==> config.mk <==
export PLATFORM = sky130hd
export DESIGN_NAME = branch_target_predictor
export DESIGN_NICKNAME = d
export VERILOG_FILES = /design/src/rtl/bp_pkg.sv /design/src/rtl/bp_sat_counter.sv /design/src/rtl/branch_target_predictor.sv
export SDC_FILE = /design/constraint.sdc
export NUM_CORES = 2
export LEC_CHECK = 0
export ABC_CLOCK_PERIOD_IN_PS = 5250
export CAP_MARGIN = 20
export CORE_ASPECT_RATIO = 0.5
export CORE_MARGIN = 1
export CORE_UTILIZATION = 45
export DETAILED_ROUTE_END_ITERATION = 7
export DONT_BUFFER_PORTS = 1
export PLACE_DENSITY = 0.67
export SLEW_MARGIN = 0
export SYNTH_ARGS = -nofsm -noshare
export SYNTH_HDL_FRONTEND = slang
export SYNTH_HIERARCHICAL = 1
export SYNTH_SLANG_ARGS = --single-unit
export TNS_END_PERCENT = 5
==> constraint.sdc <==
create_clock -name clock -period 5.25 [get_ports clock]
set_clock_uncertainty 0.15 [all_clocks]
set_input_delay 0.7875 -clock clock [delete_from_list [all_inputs] [get_ports clock]]
set_output_delay 0.7875 -clock clock [all_outputs]
set_load 0.005 [all_outputs]
==> src/rtl/bp_pkg.sv <==
// Shared types and helpers for the branch target predictor: entry layout,
// counter encodings and geometry derived from the entry count.
package bp_pkg;

  localparam int BP_XLEN     = 32;
  localparam int BP_ENTRIES  = 16;
  localparam int BP_CTR_BITS = 2;

  function automatic int bp_idx_w(input int entries);
    return $clog2(entries);
  endfunction

  function automatic int bp_tag_w(input int xlen, input int entries);
    return xlen - $clog2(entries) - 2;
  endfunction

  localparam int BP_IDX   = bp_idx_w(BP_ENTRIES);
  localparam int BP_TAG_W = bp_tag_w(BP_XLEN, BP_ENTRIES);

  typedef enum logic [1:0] {
    CTR_INC     = 2'd0,
    CTR_DEC     = 2'd1,
    CTR_SET_MAX = 2'd2
  } ctr_op_e;

  typedef struct packed {
    logic                   valid;
    logic [BP_TAG_W-1:0]    tag;
    logic [BP_XLEN-1:0]     target;
    logic [BP_CTR_BITS-1:0] ctr;
  } btb_entry_t;

  function automatic logic [BP_CTR_BITS-1:0] ctr_weak_taken();
    return {1'b1, {(BP_CTR_BITS-1){1'b0}}};
  endfunction

  function automatic logic [BP_CTR_BITS-1:0] ctr_weak_not_taken();
    return {1'b0, {(BP_CTR_BITS-1){1'b1}}};
  endfunction

endpackage

==> src/rtl/bp_sat_counter.sv <==
// Combinational next-state for a saturating direction counter:
// increment, decrement or force to the maximum value.
module bp_sat_counter
  import bp_pkg::*;
#(
  parameter int W = 2
) (
  input  ctr_op_e      op,
  input  logic [W-1:0] ctr_i,
  output logic [W-1:0] ctr_o
);

  localparam logic [W-1:0] CTR_MAX = {W{1'b1}};
  localparam logic [W-1:0] CTR_MIN = {W{1'b0}};

  // Saturating step selected by op
  always_comb begin
    ctr_o = ctr_i;
    case (op)
      CTR_INC:     ctr_o = (ctr_i == CTR_MAX) ? ctr_i : ctr_i + W'(1);
      CTR_DEC:     ctr_o = (ctr_i == CTR_MIN) ? ctr_i : ctr_i - W'(1);
      CTR_SET_MAX: ctr_o = CTR_MAX;
      default:     ctr_o = ctr_i;
    endcase
  end

endmodule

==> src/rtl/branch_target_predictor.sv <==
// Direct-mapped branch target buffer with per-entry saturating direction
// counters, combinational lookup, registered update and statistics.
module branch_target_predictor
  import bp_pkg::*;
#(
  parameter int XLEN      = BP_XLEN,
  parameter int ENTRIES   = BP_ENTRIES,
  parameter int CTR_BITS  = BP_CTR_BITS,
  parameter int STAT_BITS = 32
) (
  input  logic                 clock,
  input  logic                 reset,
  input  logic [XLEN-1:0]      if_pc,
  output logic                 pred_taken,
  output logic [XLEN-1:0]      pred_target,
  input  logic                 upd_valid,
  input  logic [XLEN-1:0]      upd_pc,
  input  logic                 upd_is_jump,
  input  logic                 upd_taken,
  input  logic [XLEN-1:0]      upd_target,
  input  logic                 upd_mispredict,
  input  logic                 flush,
  output logic [STAT_BITS-1:0] stat_updates,
  output logic [STAT_BITS-1:0] stat_mispredicts
);

  localparam int IDX   = bp_idx_w(ENTRIES);
  localparam int TAG_W = bp_tag_w(XLEN, ENTRIES);

  btb_entry_t entries_q [ENTRIES];
  btb_entry_t entries_d [ENTRIES];
  logic [STAT_BITS-1:0] stat_updates_q, stat_updates_d;
  logic [STAT_BITS-1:0] stat_mispredicts_q, stat_mispredicts_d;

  logic [IDX-1:0]   if_idx, upd_idx;
  logic [TAG_W-1:0] if_tag, upd_tag;
  logic             if_hit, upd_hit;
  ctr_op_e          ctr_op;
  logic [CTR_BITS-1:0] ctr_next;
  logic             unused_pc_bits;

  assign if_idx  = if_pc[IDX+1:2];
  assign if_tag  = if_pc[XLEN-1:IDX+2];
  assign upd_idx = upd_pc[IDX+1:2];
  assign upd_tag = upd_pc[XLEN-1:IDX+2];
  assign unused_pc_bits = ^{if_pc[1:0], upd_pc[1:0]};

  // Lookup reads pre-update state; there is deliberately no bypass
  always_comb begin
    if_hit      = entries_q[if_idx].valid && (entries_q[if_idx].tag == if_tag);
    pred_taken  = if_hit && entries_q[if_idx].ctr[CTR_BITS-1];
    pred_target = pred_taken ? entries_q[if_idx].target : if_pc + XLEN'(4);
  end

  always_comb begin
    upd_hit = entries_q[upd_idx].valid && (entries_q[upd_idx].tag == upd_tag);
    if (upd_is_jump) begin
      ctr_op = CTR_SET_MAX;
    end else if (upd_taken) begin
      ctr_op = CTR_INC;
    end else begin
      ctr_op = CTR_DEC;
    end
  end

  bp_sat_counter #(.W(CTR_BITS)) u_sat_counter (
    .op    (ctr_op),
    .ctr_i (entries_q[upd_idx].ctr),
    .ctr_o (ctr_next)
  );

  // Entry and statistics next state; flush drops the entry write but not the counts
  always_comb begin
    entries_d          = entries_q;
    stat_updates_d     = stat_updates_q + STAT_BITS'(upd_valid);
    stat_mispredicts_d = stat_mispredicts_q + STAT_BITS'(upd_valid & upd_mispredict);
    if (flush) begin
      for (int i = 0; i < ENTRIES; i++) begin
        entries_d[i].valid = 1'b0;
      end
    end else if (upd_valid && upd_hit) begin
      entries_d[upd_idx].ctr = ctr_next;
      if (upd_taken || upd_is_jump) begin
        entries_d[upd_idx].target = upd_target;
      end else begin
        entries_d[upd_idx].target = entries_q[upd_idx].target;
      end
    end else if (upd_valid && (upd_taken || upd_is_jump)) begin
      entries_d[upd_idx].valid  = 1'b1;
      entries_d[upd_idx].tag    = upd_tag;
      entries_d[upd_idx].target = upd_target;
      entries_d[upd_idx].ctr    = upd_is_jump ? {CTR_BITS{1'b1}} : ctr_weak_taken();
    end else begin
      entries_d[upd_idx] = entries_q[upd_idx];
    end
  end

  // State registers; reset discards everything presented in the same cycle
  always_ff @(posedge clock) begin
    if (reset) begin
      for (int i = 0; i < ENTRIES; i++) begin
        entries_q[i].valid  <= 1'b0;
        entries_q[i].tag    <= {TAG_W{1'b0}};
        entries_q[i].target <= {XLEN{1'b0}};
        entries_q[i].ctr    <= ctr_weak_not_taken();
      end
      stat_updates_q     <= {STAT_BITS{1'b0}};
      stat_mispredicts_q <= {STAT_BITS{1'b0}};
    end else begin
      entries_q          <= entries_d;
      stat_updates_q     <= stat_updates_d;
      stat_mispredicts_q <= stat_mispredicts_d;
    end
  end

  assign stat_updates     = stat_updates_q;
  assign stat_mispredicts = stat_mispredicts_q;

endmodule

==> results by group <==
Timing
  • Relative slew slack: -127%
  • Hold slack final: 0.0518 ns
  • RSZ-0062 raised after global routing: false
  • Fmax: 0.210 GHz
  • Fin Setup TNS: 0 ns
  • Final Hold Vio Count: 0
  • Final period utilization: 90.5%
  • Final Setup Violations: 0
  • Fin crit period: 4.75 ns
  • Slew Viols, Final: 685
  • Final setup margin: 0.499 ns
  • Slew of the pin with the lowest slew margin: 3.41 ns

Die
  • Num rows: 87
  • # IOs: 200
  • Die Span Y: 242 um
  • Core Region: 114000 um2
  • Die X: 482 um
  • Initial Utilization: 45.7%
  • Die area: 117000 um2

Power
  • Combinational fraction of design power: 4.5%
  • Max VDD drop: 280 uV
  • Power Internal: 0.0127 W
  • Switch Pwr: 0.00362 W
  • Flop pwr share: 49.1%
  • Sw Share: 22.2%
  • PwrDens: 292 nW/um2
  • Lkg Pwr: 17.5 nW
  • Total power: 0.0163 W
  • Clock network fraction of design power: 46.4%

Logic synthesis
  • Synth Area per Inst: 9.77 um2
  • Synthesized cell area: 51900 um2
  • Synth Instances: 5314
  • Cell variety after synth: 69
  • Post-synth EDFFs: 0
  • Ys flop type: dfxtp_1
  • Post-synthesis sequential area ratio: 40.1%
  • Syn nets: 5422
  • Post-synthesis async set-or-reset flop share: 0%
  • Post-synthesis register bit count: 1040
  • Syn. warnings: 6

Critical path
  • Crit path required time: 4.31 ns
  • CP Capture Type: output pin
  • CP max FO: 243
  • Crit path DAT: 3.81 ns
  • WS Path Type: in -> out
  • Worst setup SP type: primary input

Placed design
  • Routability-driven placement congestion ratio: 0.879
  • Pre-CTS setup slack: 0.604 ns
  • IO Port Bufs: 0
  • HPWL Detailed: 93500 um

Routing
  • Via count: 40000
  • Total Wirelength: 161000 um
  • DRC viols: 1
  • Drt pass-1 iters: 8
  • Number of DRC markers in iteration 0: 4788
  • DRT antenna net count: 0
  • Vias per cell: 6.08
  • Routed len/inst: 24.5 um

Layout
  • Area grow syn2layout: 7.24%
  • # fillers: 10100
  • Ratio of cells with drive above 1 in the final layout: 14.2%
  • FF+latch area: 20800 um2
  • # diodes: 0
  • Multi-input logic area: 28900 um2
  • Net count reported at finish: 5086

Global routing
  • GR Overflow Total: 0
  • GR Util All Layers: 27.1%
  • Largest net degree at the start of global routing: 1054
  • Vias in the first global route: 39500
  • First-pass GRT wire length: 243000 um
  • Initial antenna violation count: 5

Status
  • Failing checks: DRC, slew limit
  • Status: finished, violations left

Clock network
  • Max clock buf depth: 3
  • Cts hold-fix bufs: 0
  • CTS root buf: clkbuf_16
  • Clock transition at the registers of the reported paths: 0.06 ns
  • CTS tree: yes
  • Sinks on Clock Net: 1040
  • Clock Latency Late Sink: 0.72 ns
  • Post_cts resized: 0
  • TritonCTS Buffers: 97
  • Post-CTS setup buffer count: 0
  • Depth of the CTS H-tree: 3

Min path
  • Min-delay worst type: in -> reg

Run
  • Max Cap Viol: 0
worst max-delay path, cell delays in order:
cell,delay (ns)
mux4_2,0.55
mux4_2,0.60
xnor2_1,0.45
nand2_1,0.12
nor2_1,0.12
nand4_1,0.10
nor4_1,0.58
buf_4,0.22
buf_4,0.10
cell type report:
class	instances	area share, %
clock buffer	137	5.02
clock inverter	40	1.04
sequential	1040	37.4
tap	1513	3.40
timing repair buffer	79	1.22
multi-input combinational	3752	51.9
inverter	8	0.0539
registers in the layout (all words and copies together), names as in the netlist:
signal / count
entries_q: 976
stat_updates: 32
stat_mispredicts: 32
Yosys cell counts (23+ instances only):
cell type	number	area share, %
clkbuf_1	351	2.5
nor2_1	134	0.97
mux2i_1	496	9.6
nand2b_1	422	5.1
xor2_1	58	0.98
dfxtp_1	1040	40
nor2b_1	29	0.35
buf_1	23	0.17
buf_6	55	1.2
mux4_2	390	17
nand2_1	1167	8.4
nand4_1	27	0.33
buf_2	64	0.62
and3_1	25	0.30
xnor2_1	75	1.3
a21oi_1	574	5.5
nand3_1	68	0.66
stage by stage:
step / util, % / instance area (um2) / instances
detailed placement: 46.1 / 52300 / 6390
CTS: 49.0 / 55700 / 6567
global route: 49.1 / 55700 / 6569
floorplan: - / 51900 / 5314
global placement: 46.1 / 52300 / 6390
finish: 49.1 / 55700 / 6569
path summary, 6_finish.rpt:
path / start / end / slack (ns) / cells after the start
worst max-delay path: if_pc[3] / pred_taken / 0.50 / 9
worst min-delay path: upd_target[8] / entries_q[193] / 0.05 / 2
worst max register to register: entries_q[296] / entries_q[538] / 1.10 / 10
worst min register to register: entries_q[371] / entries_q[371] / 0.30 / 2
cell families after synthesis:
group / after synthesis / share of synthesized area [%]
buffers and inverters: 522 / 4.94
flip-flops: 1040 / 40.1
multiplexers: 925 / 27.4
AND/OR/NAND/NOR: 1947 / 17.2
XOR/XNOR: 133 / 2.24
adder cells (fa/ha/maj): 5 / 0.120
AO/OA/AOI/OAI: 742 / 8.03
power groups by stage:
| stage | logic [W] | clock network, W | registers, W |
|---|---|---|---|
| floorplan | 0.000858 | 0 | 0.00815 |
| global placement | 0.000696 | 0 | 0.00816 |
| detailed placement | 0.000709 | 0 | 0.00816 |
| CTS | 0.000711 | 0.00763 | 0.00798 |
| global route | 0.000751 | 0.00795 | 0.00799 |
| finish | 0.000731 | 0.00755 | 0.00799 |
placed cells by master, fill, tap and decap left out, types with 16 or more instances in the layout:
cell type  count
a21oi_1      572
a21oi_4       16
a22oi_1       21
and3_1        25
buf_4         72
clkbuf_1      19
clkbuf_16     98
clkbuf_8      20
dfxtp_1     1040
mux2_1        20
mux2i_1      496
mux4_2       390
nand2_1     1167
nand2b_1     422
nand3_1       52
nand3_2       16
nand4_1       27
nor2_1       118
nor2_4        16
nor2b_1       27
o21ai_0       21
o22ai_1       17
o31ai_1       17
xnor2_1       75
xor2_1        58
routing by layer:
metal / vias to the layer above / part of all wire (%) / global-route usage, %
met2: 1849 / 46 / 43.9
met1: 19800 / 39 / 34.2
met3: 493 / 9.2 / 5.84
li1: 17800 / - / -
met4: 6 / 5.5 / 13.8
met5: - / 0.033 / 0
Power figures use the tool's default switching activity.
